**config.mk**
```make
export PLATFORM = sky130hd
export DESIGN_NAME = sram_port_arbiter
export DESIGN_NICKNAME = d
export VERILOG_FILES = /design/src/rtl/sram_port_arbiter_pkg.sv /design/src/rtl/sram_port_arbiter_sat_counter.sv /design/src/rtl/sram_port_arbiter.sv
export SDC_FILE = /design/constraint.sdc
export NUM_CORES = 1
export LEC_CHECK = 0
export BUFFER_PORTS_ARGS = -buffer_cell sky130_fd_sc_hd__buf_4
export CAP_MARGIN = 20
export CORE_AREA = 2 2 113 115
export DETAILED_ROUTE_END_ITERATION = 8
export DIE_AREA = 0 0 115 117
export PLACE_DENSITY = 0.78
export SLEW_MARGIN = 20
export SYNTH_ARGS = -nofsm -noshare
export SYNTH_HDL_FRONTEND = slang
export SYNTH_SLANG_ARGS = --single-unit
export TNS_END_PERCENT = 10
```
**constraint.sdc**
```tcl
create_clock -name cpu_clk_50M -period 2.3 [get_ports cpu_clk_50M]
set_clock_uncertainty 0.05 [all_clocks]
set_input_delay 0.115 -clock cpu_clk_50M [delete_from_list [all_inputs] [get_ports cpu_clk_50M]]
set_output_delay 0.115 -clock cpu_clk_50M [all_outputs]
set_load 0.03 [all_outputs]
```
**src/rtl/sram_port_arbiter_pkg.sv**
```systemverilog
// Shared definitions for the fetch/data SRAM port arbiter: owner encoding and bus widths.
package sram_port_arbiter_pkg;

  // Owner of the response cycle that follows a granted SRAM access
  typedef enum logic [1:0] {
    OWN_IDLE   = 2'd0,
    OWN_IFETCH = 2'd1,
    OWN_DREAD  = 2'd2,
    OWN_DWRITE = 2'd3
  } owner_t;

  localparam int WE_BUS        = 4;
  localparam int INST_ADDR_BUS = 32;
  localparam int DATA_ADDR_BUS = 32;

endpackage

```
**src/rtl/sram_port_arbiter_sat_counter.sv**
```systemverilog
// Saturating up-counter; holds at all-ones instead of wrapping.
module sat_counter
  import sram_port_arbiter_pkg::*;
#(
  parameter int W = 16
) (
  input  logic         clk,
  input  logic         rst_n,
  input  logic         inc,
  output logic [W-1:0] count
);

  logic [W-1:0] count_reg;

  always_ff @(posedge clk or negedge rst_n) begin
    if (!rst_n) begin
      count_reg <= '0;
    end else if (inc && (count_reg != {W{1'b1}})) begin
      count_reg <= count_reg + {{(W-1){1'b0}}, 1'b1};
    end
  end

  assign count = count_reg;

endmodule

```
**src/rtl/sram_port_arbiter.sv**
```systemverilog
// Arbitrates one single-port SRAM between instruction fetch and data access,
// data first, and routes the one-cycle-late read data back to its owner.
module sram_port_arbiter
  import sram_port_arbiter_pkg::*;
#(
  parameter int ADDR_W = DATA_ADDR_BUS,
  parameter int DATA_W = 32,
  parameter int CNT_W  = 16
) (
  input  logic                cpu_clk_50M,
  input  logic                cpu_rst_n,
  input  logic                ice,
  input  logic [ADDR_W-1:0]   iaddr,
  output logic [DATA_W-1:0]   inst,
  output logic                inst_valid,
  input  logic                dce,
  input  logic [ADDR_W-1:0]   daddr,
  input  logic [DATA_W/8-1:0] we,
  input  logic [DATA_W-1:0]   din,
  output logic [DATA_W-1:0]   dm,
  output logic                dm_valid,
  input  logic                flush,
  output logic                stallreq_arb,
  output logic                ram_en,
  output logic [DATA_W/8-1:0] ram_we,
  output logic [ADDR_W-1:0]   ram_addr,
  output logic [DATA_W-1:0]   ram_wdata,
  input  logic [DATA_W-1:0]   ram_rdata,
  output logic [CNT_W-1:0]    conflict_cnt
);

  owner_t            owner_reg, owner_next;
  logic [DATA_W-1:0] inst_reg;
  logic [DATA_W-1:0] dm_reg;
  logic              grant_d, grant_i;

  assign grant_d = dce;
  assign grant_i = ice & ~dce;

  // Combinational outputs are forced low while reset is held, even with requests up
  always_comb begin
    ram_en       = 1'b0;
    ram_we       = '0;
    ram_addr     = '0;
    ram_wdata    = '0;
    stallreq_arb = 1'b0;
    owner_next   = OWN_IDLE;
    if (cpu_rst_n) begin
      ram_en       = ice | dce;
      stallreq_arb = ice & dce & ~flush;
      if (grant_d) begin
        ram_addr   = daddr;
        ram_we     = we;
        ram_wdata  = din;
        owner_next = (we != '0) ? OWN_DWRITE : OWN_DREAD;
      end else if (grant_i) begin
        ram_addr = iaddr;
        // A flushed fetch still reads the SRAM but its data is discarded
        if (!flush) begin
          owner_next = OWN_IFETCH;
        end
      end
    end
  end

  always_ff @(posedge cpu_clk_50M or negedge cpu_rst_n) begin
    if (!cpu_rst_n) begin
      owner_reg <= OWN_IDLE;
      inst_reg  <= '0;
      dm_reg    <= '0;
    end else begin
      owner_reg <= owner_next;
      if (owner_reg == OWN_IFETCH) begin
        inst_reg <= ram_rdata;
      end
      if (owner_reg == OWN_DREAD) begin
        dm_reg <= ram_rdata;
      end
    end
  end

  assign inst       = (owner_reg == OWN_IFETCH) ? ram_rdata : inst_reg;
  assign dm         = (owner_reg == OWN_DREAD)  ? ram_rdata : dm_reg;
  assign inst_valid = (owner_reg == OWN_IFETCH);
  assign dm_valid   = (owner_reg == OWN_DREAD);

  sat_counter #(
    .W(CNT_W)
  ) u_conflict_cnt (
    .clk   (cpu_clk_50M),
    .rst_n (cpu_rst_n),
    .inc   (ice & dce),
    .count (conflict_cnt)
  );

endmodule

```
* Word-level counts from Yosys, hierarchy flattened
Index checks and enable logic that the tools add are counted.
** Storage, ports and cells
- Output and inout port bits :: 152
- Flip-flop bits (word level) :: 82
- Bits of input ports :: 137
** Cells by class
- Reduce and logical (&&, ||, !) cells :: 2
- Bitwise gates (word level) :: 6
- Muxes and demuxes :: 16
- Equal/unequal tests :: 3
- Add/subtract/negate cells :: 1
** Operators with widths (number)
- $mux 32 :: 7
- $add 16x1->16 const B :: 1
- $ne 16x16->1 const B :: 1
- $mux 4 :: 2
- $mux 1 :: 5
- $mux 2 :: 2
- $reduce_bool 4->1 :: 1
- $and 1x1->1 :: 3
- $eq 2x1->1 const B :: 1
- $eq 2x2->1 const B :: 1
- $not 1->1 :: 2
- $logic_and 1x1->1 :: 1
- $or 1x1->1 :: 1

* Depth between registers and ports, before layout
- Word-level depth :: 5
- Depth in mapped cells :: 6
- Gate-level depth less buffers :: 5

* Modules after synthesis
Synthesis repeated with hierarchy kept, for this count alone.
** Second synthesis, totals
- Cells, all modules :: 306
- Area total of the unflattened synthesis :: 4204.0 sq um
** Modules (own cells, without submodules)
- sram_port_arbiter :: instances 1, cells an instance 234, area each 3344.5 sq um, sequential area each 1651.6 sq um
- sat_counter :: instances 1, cells an instance 72, area each 859.6 sq um, sequential area each 400.4 sq um

* Worst setup path after synthesis
Ideal clock, no wire load.
- Path type :: register -> register
- From :: register u_conflict_cnt.count_reg[0] (netlist: u_conflict_cnt.count[0])
- To :: register u_conflict_cnt.count_reg[12] (netlist: u_conflict_cnt.count[12])
- Arrival time :: 1.806 ns
- Setup time :: 0.125 ns
- Buffers on the path :: 1
- Required time :: 2.125 ns
- Stages on the path, launching flop included :: 7
- Path slack :: 0.319 ns
- Cell sequence :: dfrtp_1 ha_1 nand3_1 or2_2 clkbuf_2 nor3_1 mux2_2
** On the way
- Word-level cells in the longest chain between the ends :: 2
- Elaborated cells between the ends (all ways) :: 3
- Those cells by class :: add/sub: 1; eq/ne: 1; reduce/logical: 1
** Ends and longest elaborated chain
- from (decl) :: line sram_port_arbiter_sat_counter.sv:13 : logic [W-1:0] count_reg;
- from (signal assigned) :: line sram_port_arbiter_sat_counter.sv:19 : count_reg <= count_reg + {{(W-1){1'b0}}, 1'b1};
- parallel branches: the longest is 2 deep, another holds $add 16x1->16
Several ways; the timed one is not identified.
A chain may end at the register's enable or synchronous reset.

* Worst setup path after layout
- From :: input port cpu_rst_n
- To :: output port ram_addr[24]
** On the way
- Word-level cells in the longest chain between the ends :: 1
** Ends and longest elaborated chain
- from (decl) :: line sram_port_arbiter.sv:11 : input logic cpu_rst_n,
- $mux 32 :: line sram_port_arbiter.sv:48 : if (cpu_rst_n) begin
- to (decl) :: line sram_port_arbiter.sv:26 : output logic [ADDR_W-1:0] ram_addr,
No other way between the ends.

==> metrics.md <==
| Metric | Value |
|---|---|
| Status | finished clean |
| Worst hold start | ram_rdata[7] |
| Initial DRC count | 188 |
| Finished Layout Cells | a little under 800 |
| Area added between synthesis and finish | 76.95% |
| Final hold vios | 0 |
| Actual slew at the worst max-slew pin | roughly 650 ps |
| Commonest non-fill, non-tap cell in the layout | buf_4 |
| CTS Sinks | just over 80 |
| Dpl cells | between 700 and 800 |
| RSZ-0062 raised after global routing | no |
| CP Capture Type | output pin |
| Core ar. | 12310 sq um |
| CP max FO | 44 |
| Netlist Area Pre-Place | ~3900 sq um |
| Post-CTS Hold Fix Bufs | 31 |
| Post-CTS setup repair buffer count | 0 |
| Max VDD drop | about 0.00035 V |
| Leakage | between 3 and 4 nW |
| Max-slew violations | 0 |
| Number of global-route vias before repair | 3673 |
| Wire per inst | between 15 and 20 microns |
| Worst-skew pair later-pin latency | roughly 340 ps |
| Main combinational cell family by area after synthesis | multiplexers |
| Synth Area in Compound Gates | roughly 8.4% |
| Req. time, crit path | about 2100 ps |
| Final setup viols | 0 |
| Slew margin rel. | about 57% |
| Remaining antenna violation count | 0 |
| Critical-path cell list | dlygate4sd3_1 > buf_4 > and2_1 > buf_4 > a22o_1 > buf_4 |
| Die ar. | approximately 13000 sq um |
| Largest net degree at the start of global routing | 53 |
| Simple-gate share of the synthesized area | approximately an eighth |
| CP most frequent cell | buf_4 |
| # nets final | 754 |
| Post-Syn Instances | 305 |
| Synth Area in Adders | less than 1% |
| Synth Area per Inst | approximately 13 sq um |
| Starting density of the core | between 30% and 40% |
| Crit path max-delay family | buffers and inverters |
| DRC violations left | 0 |
| CTS tree | built |
| GRT busiest layer | met2 |
| DR vias | about 3700 |
| Critical path startpoint category | primary input |
| Slowest-stage cell, CP | dlygate4sd3_1 |
| Port bufs | between 200 and 300 |
| Mux cell area share after synthesis | between 10% and 20% |
| Most frequent cells in the layout | buf_4, dfrtp_1, mux2_2 |
| Synth Flop Type | dfrtp_1 |
| Routability cong. | 0.9119 |
| Setup crit start | cpu_rst_n |
| CTS buffer count | 9 |
| Fill cells | slightly above 1000 |
| First-pass GRT wire length | 19750 microns |
| Post-synthesis xor/xnor area fraction | roughly 3.2% |
| Met3 usage | under 10% |
| GRT Resource Usage Total | about a fifth |
| H-tree depth | 3 |
| Multi-input logic area | around 1700 sq um |
| Post-synthesis register bit count | 82 |
| Critical path class | in -> out |
| CP arrival | just under 2000 ps |
| Ports | 289 |
| Die Wd | about 120 microns |
| Max Fclk | around 470 MHz |
| Clock-pin slew on the worst setup and hold paths | approximately 60 ps |
| Std-Cell Rows | a little over 40 |
| Register Area | about 2100 sq um |
| Ant diodes | 0 |
| DP HPWL | between 10000 and 15000 microns |
| Post-synthesis sequential area ratio | between 50% and 60% |
| Max incr delay on CP | approximately 550 ps |
| Yosys cell types | 33 |
| Antenna violations before repair | 0 |
| Reg-to-Reg Start | u_conflict_cnt.count[1]$_DFFE_PN0P_ |
| HP Class | in -> reg |
| Synthesis Warnings | 0 |
| Avg Vias per Cell | between 4 and 5 |
| CTS root buf | clkbuf_16 |
| Post-synthesis async set-or-reset flop share | 100.0% |
| Grt met2 use | ~33% |
| CTS resizes | 0 |
| Maximum root-to-sink buffer count | 2 |
| Total grt overflow | 0 |
| Post-synth EDFFs | 0 |
| Grt met1 use | around 22% |
| Post-route setup TNS | 0 ps |
| Syn_nets | between 400 and 500 |
| Max_cap viols | 0 |
| Routed Wire Length | 13620 microns |
| Final critical-path required period | about 2100 ps |
| Fin crit share | between 90% and 100% |
| Die height | ~120 microns |
| Pwr dens | between 800 and 900 nW/um^2 |
| Initial DRT Pass Iterations | 5 |
| WP buf/inv | 4 |
| Layout cells sized above 1 | between 60 and 70% |
[per-layer routing]
layer | vias to the layer above | routed length, microns
met3 | 24 | 1145
li1 | 1733 | -
met4 | 0 | 317
met5 | - | 0
met1 | 1738 | 5335
met2 | 177 | 6817
[cell type report]
class / count / area share (%)
multi-input combinational: 196 / 25.16
sequential: 82 / 30.00
tap: 150 / 2.744
clock buffer: 10 / 3.494
timing repair buffer: 325 / 37.18
inverter: 2 / 0.1098
clock inverter: 6 / 1.317
[where the power goes]
group	switching [mW]	total, mW	leakage (nW)	internal (mW)
Clock	0.572	1.55	0.159	0.981
Combinational	1.20	2.10	2.36	0.893
Sequential	0.157	1.87	0.974	1.71
[synth_stat cells, types with 2 or more instances]
cell      instances  share of area (%)
and3_1           36                5.8
mux2_2           65                 19
nand4_1           4               0.65
nor3_1            7               0.91
xor2_1           12                2.7
nand3_1           3               0.39
nor3b_1           2               0.39
xnor2_1           2               0.45
buf_2             2               0.26
dfrtp_1          82                 53
inv_1             2               0.19
a22o_1           32                7.3
nor2_1            3               0.29
nor4_1            3               0.49
clkbuf_1         22                2.1
nor4_2            2               0.65
nand2_1           8               0.78
nor2b_1           2               0.32
or2_2             2               0.32
[final timing paths]
kind / end / depth (start not counted) / slack, ps
min in group asynchronous: inst_reg[2]$_DFF_PN0_ / 2 / 200
hold reg to reg: dm_reg[20]$_DFF_PN0_ / 1 / 450
setup / recovery: ram_addr[24] / 6 / 190
setup reg to reg: u_conflict_cnt.count[1]$_DFFE_PN0P_ / 5 / 340
max in group asynchronous: dm_reg[23]$_DFF_PN0_ / 3 / 1040
hold / removal: inst_reg[7]$_DFF_PN0_ / 2 / 20
[kinds of logic after synthesis]
family	Yosys count
simple gates	79
compound gates	36
xor+xnor	14
fa+ha+maj	1
mux	66
flops	82
buf+inv	27
[through the flow]
step,power (mW),cell area (sq um),setup WS [ps],hold WS [ps],utilization (%)
finish,5.522,6839,192.9,17.22,55.55
global route,5.760,6839,90.86,2.796,55.55
CTS,5.579,6839,218.4,1.039,55.55
detailed placement,3.961,6200,342.0,-21.48,50.36
global placement,3.904,6200,460.1,-24.15,50.36
floorplan,3.059,3865,319.0,-230.6,-
[worst register-to-register path: cells and delay by family (launching register included)]
family	cells	cell delay [ps]
adder cells (fa/ha/maj)	1	220
multiplexers	1	330
flip-flops	1	430
AND/OR/NAND/NOR	3	800
Note: power is estimated with default switching activity, not from simulation.
